===== src/rtl/bcd_scan_counter.sv =====
// Four-digit BCD up/down counter with a prescaled step, wrap carry pulse and a
// multiplexed display scan producing one registered digit plus its anode select.
module bcd_scan_counter #(
    parameter int unsigned TICK_DIV = 50000000,
    parameter int unsigned SCAN_DIV = 50000
) (
    input  logic        clk,
    input  logic        rst_n,
    input  logic        en,
    input  logic        up_dn,
    input  logic        clear,
    input  logic        load,
    input  logic [15:0] load_val,
    output logic [15:0] count_bcd,
    output logic        carry,
    output logic [3:0]  nibble_out,
    output logic [3:0]  digit_an
);

    localparam int unsigned PW = (TICK_DIV > 2) ? $clog2(TICK_DIV) : 1;
    localparam int unsigned SW = (SCAN_DIV > 2) ? $clog2(SCAN_DIV) : 1;
    localparam logic [PW-1:0] PRESC_LAST = PW'(TICK_DIV - 1);
    localparam logic [SW-1:0] SCAN_LAST  = SW'(SCAN_DIV - 1);

    logic [PW-1:0] presc;
    logic [SW-1:0] scan_cnt;
    logic [1:0]    idx;
    logic [1:0]    an_idx;

    logic [15:0] cnt_up, cnt_dn, load_clean;
    logic        wrap_up, wrap_dn;

    // Decimal ripple: a digit only moves while every lower digit wrapped.
    always_comb begin
        logic       ripple_up, ripple_dn;
        logic [3:0] d;
        cnt_up     = count_bcd;
        cnt_dn     = count_bcd;
        load_clean = '0;
        ripple_up  = 1'b1;
        ripple_dn  = 1'b1;
        d          = '0;
        for (int unsigned i = 0; i < 4; i++) begin
            d = count_bcd[i*4 +: 4];
            if (ripple_up) begin
                if (d == 4'd9) begin
                    cnt_up[i*4 +: 4] = 4'd0;
                end else begin
                    cnt_up[i*4 +: 4] = d + 4'd1;
                    ripple_up        = 1'b0;
                end
            end
            if (ripple_dn) begin
                if (d == 4'd0) begin
                    cnt_dn[i*4 +: 4] = 4'd9;
                end else begin
                    cnt_dn[i*4 +: 4] = d - 4'd1;
                    ripple_dn        = 1'b0;
                end
            end
            load_clean[i*4 +: 4] = (load_val[i*4 +: 4] > 4'd9) ? 4'd0 : load_val[i*4 +: 4];
        end
        wrap_up = ripple_up;
        wrap_dn = ripple_dn;
    end

    always_ff @(posedge clk) begin
        if (!rst_n) begin
            count_bcd <= '0;
            presc     <= '0;
            carry     <= 1'b0;
        end else begin
            carry <= 1'b0;
            if (clear) begin
                count_bcd <= '0;
                presc     <= '0;
            end else if (load) begin
                count_bcd <= load_clean;
                presc     <= '0;
            end else if (en) begin
                if (presc == PRESC_LAST) begin
                    presc <= '0;
                    if (up_dn) begin
                        count_bcd <= cnt_up;
                        carry     <= wrap_up;
                    end else begin
                        count_bcd <= cnt_dn;
                        carry     <= wrap_dn;
                    end
                end else begin
                    presc <= presc + 1'b1;
                end
            end
        end
    end

    // Anode index trails the nibble by one cycle to match the encoder register.
    always_ff @(posedge clk) begin
        if (!rst_n) begin
            scan_cnt   <= '0;
            idx        <= '0;
            an_idx     <= '0;
            nibble_out <= '0;
            digit_an   <= '1;
        end else begin
            if (scan_cnt == SCAN_LAST) begin
                scan_cnt <= '0;
                idx      <= idx + 2'd1;
            end else begin
                scan_cnt <= scan_cnt + 1'b1;
            end
            nibble_out <= count_bcd[{idx, 2'b00} +: 4];
            an_idx     <= idx;
            digit_an   <= ~(4'b0001 << an_idx);
        end
    end

endmodule


===== config.mk =====
export PLATFORM = sky130hd
export DESIGN_NAME = bcd_scan_counter
export DESIGN_NICKNAME = d
export VERILOG_FILES = /design/src/rtl/bcd_scan_counter.sv
export SDC_FILE = /design/constraint.sdc
export NUM_CORES = 1
export LEC_CHECK = 0
export CAP_MARGIN = 25
export CELL_PAD_IN_SITES_DETAIL_PLACEMENT = 1
export CELL_PAD_IN_SITES_GLOBAL_PLACEMENT = 2
export CORE_ASPECT_RATIO = 0.75
export CORE_MARGIN = 2
export CORE_UTILIZATION = 30
export DETAILED_ROUTE_END_ITERATION = 16
export HOLD_SLACK_MARGIN = 0.03
export PLACE_DENSITY_LB_ADDON = 0.1
export SKIP_LAST_GASP = 1
export SYNTH_ARGS = -nofsm -noshare
export SYNTH_HDL_FRONTEND = slang
export SYNTH_SLANG_ARGS = --single-unit

===== constraint.sdc =====
create_clock -name clk -period 2.33 [get_ports clk]
set_input_delay 0.466 -clock clk [delete_from_list [all_inputs] [get_ports clk]]
set_output_delay 0.466 -clock clk [all_outputs]
set_load 0.02 [all_outputs]

==> reports/qor.csv <==
metric,value,unit
ys.flop_type,dfxtp_1,
async_flop_share,0,
wl_per_cell,17.3,um
switchingPower,0.000690,W
grt-busiest-layer,met2,
num_io_pins,47,
syn_area,0.00388,mm2
layout_setup_ws,0.0357,ns
place_congestion,0.790,
synth_edf_count,0,
outcome,"complete, no violations",
period_minus_slack,2.29,ns
drv_cap,0,
synth-seq-area-share,0.366,
ys_ff_latch,71,
start_kind,flop,
initial_utilization,0.312,
setup_viol,0,
cts_tree,done,
numCtsBuffers,9,
power_leakage,1.83,nW
fmax,0.436,GHz
vias,3755,
die_w,135,um
cp-end-kind,flop,
coreArea,0.0124,mm2
grt_util_met1,0.255,
drive_gt1_frac,0.165,
clkTransAtPathRegs,0.06,ns
grt_pass1_wl,20.3,mm
nets,571,
antenna_left,0,
avgSynthCellArea,8.26,um2
finalHoldViolations,0,
yosysWarningCount,0,
sw_frac_of_total,0.240,
worstPathArrival,2.52,ns
worstPathMaxFanout,3,
sequentialPowerShare,0.433,
clock_latency,0.34,ns
grtUsageMet3,0.0433,
hp-class,flop to flop,
reg2reg_slack,0.04,ns
power.share.combinational,0.102,
p_total,0.00287,W
rsz0062_at_grt,yes,
avgViaCountPerCell,5.24,
hpwlAfterDp,9.10,mm
cts_num_sinks,71,
ys_types,60,
grt_max_degree,25,
pwr_density_cell,560,mW/mm2
p_int,0.00218,W
syn_inst,470,
dr.pass1.iters,5,
relSlewSlack,0.633,
path_class,flop to flop,
routed_wl,12.4,mm
grtUsageMet2,0.304,
grt_pass1_vias,3895,
h-tree-depth,3,
track_usage,0.188,
synthToLayoutAreaGrowth,32.2,%
overflow,0,
die_h,102,um
antennaDiodeCount,0,
dp_slack,-0.268,ns
syn_nets,494,
initialDrtViolationCount,169,
portBuffers,46,
drc,0,
skew,0.00501,ns
cts.path.max_buffers,2,
worstPathRequired,2.56,ns
rows,35,
worst_pin_slew,0.550,ns
fin_util,0.412,
die_area,0.0139,mm2
drv_slew,0,
fin_crit_sh,0.985,
cts_root_buf,clkbuf_16,
grt_antenna_before_repair,0,
peakVddDrop,0.303,mV
clock_power_share,0.465,
[cell usage in the layout, fill, tap and decap left out, drive strengths merged, types with 8 or more instances in the layout]
master | synthesis | layout
nor4 | 9 | 9
clkbuf | 29 | 10
and3 | 20 | 20
dfxtp | 71 | 71
nand4 | 14 | 14
xor2 | 31 | 31
nand2 | 29 | 29
and2 | 8 | 8
buf | 1 | 50
nor3 | 12 | 12
nand3 | 26 | 26
nor2 | 65 | 65
a21oi | 12 | 12
o21ai | 21 | 21
inv | 8 | 8
clkdlybuf4s50 | 0 | 46
xnor2 | 17 | 17
[worst max-delay path, stage by stage, from the launching register on]
cell and delay, ns:
dfxtp_2 0.32, or4b_4 0.53, or4_4 0.58, a2111oi_4 0.31
buf_4 0.19, mux2i_1 0.18, o21ai_1 0.07
[worst paths after layout]
check | startpoint | endpoint | depth (start not counted)
worst min-delay path | an_idx[0]$_SDFF_PN0_ | digit_an[3]$_SDFF_PN1_ | 1
worst min register to register | an_idx[0]$_SDFF_PN0_ | digit_an[3]$_SDFF_PN1_ | 1
worst max-delay path | presc[8]$_SDFFE_PP0P_ | count_bcd[6]$_SDFFE_PP0P_ | 6
worst max register to register | presc[8]$_SDFFE_PP0P_ | count_bcd[6]$_SDFFE_PP0P_ | 6
[cells in the mapped netlist, drive strengths merged, types with 9 or more instances]
cell type   n  area [um2]
nand2      29         109
nor4        9        56.3
xnor2      17         149
a21oi      12        60.1
clkbuf     29         109
nor3       12        60.1
nand4      14        87.6
nor2       65         244
nand3      26         130
o21ai      21         105
xor2       31         272
dfxtp      71        1420
and3       20         128
[area by class of cell]
| class | count | area (um2) |
|---|---|---|
| fillers | 1483 | 7310 |
| multi-input cells | 360 | 2330 |
| flip-flops and latches | 71 | 1430 |
| repair buffers | 96 | 848 |
| clock buffers | 10 | 229 |
| well taps | 166 | 208 |
| clock inverters | 5 | 50.0 |
| inverters | 9 | 33.8 |
[per-layer routing]
| metal | up-vias | part of all wire | wire length (um) |
|---|---|---|---|
| li1 | 1832 | - | - |
| met1 | 1843 | 0.51 | 6280 |
| met2 | 64 | 0.44 | 5510 |
| met3 | 16 | 0.038 | 477 |
| met4 | 0 | 0.013 | 161 |
| met5 | - | 0 | 0 |
[cells by family (layout without fill, tap and decap cells)]
group | after synthesis | in the layout | share of synthesized area
simple gates | 229 | 229 | 0.315
fa+ha+maj | 2 | 2 | 0.00645
buf+inv | 39 | 120 | 0.0380
xor+xnor | 48 | 48 | 0.108
compound gates | 72 | 72 | 0.129
mux | 9 | 9 | 0.0361
flops | 71 | 71 | 0.366
[registers in the layout, summed over array words and instances, names as in the netlist]
signal      flops
an_idx          2
nibble_out      4
idx             2
presc          26
digit_an        4
scan_cnt       16
count_bcd      16
carry           1
[repair_timing]
| action | in CTS | in global routing |
|---|---|---|
| setup buffers | 0 | 1 |
| endpoints found under the setup margin | 3 | 6 |
| gates resized for setup | 1 | 8 |
| hold buffers | 0 | 0 |
| pin swaps | 1 | 2 |
[metrics by stage]
step	cells	TNS (ns)	instance area, um2	hold slack, ns
2_1_floorplan	470	0	3880	0.384
3_3_place_gp	701	-0.765	4810	0.397
3_5_place_dp	701	-1.52	4810	0.423
4_1_cts	716	0	5100	0.437
5_1_grt	717	-0.0976	5130	0.440
6_report	717	0	5130	0.437
[power groups by stage]
stage	Clock, W	Sequential, W	Combinational, W
after CTS	0.00137	0.00124	0.000292
after global routing	0.00143	0.00125	0.000320
after global placement	0	0.00127	0.000286
final	0.00134	0.00124	0.000292
after floorplan	0	0.00128	0.000131
after detailed placement	0	0.00127	0.000289
No activity file was read; power rests on OpenSTA's default activity.
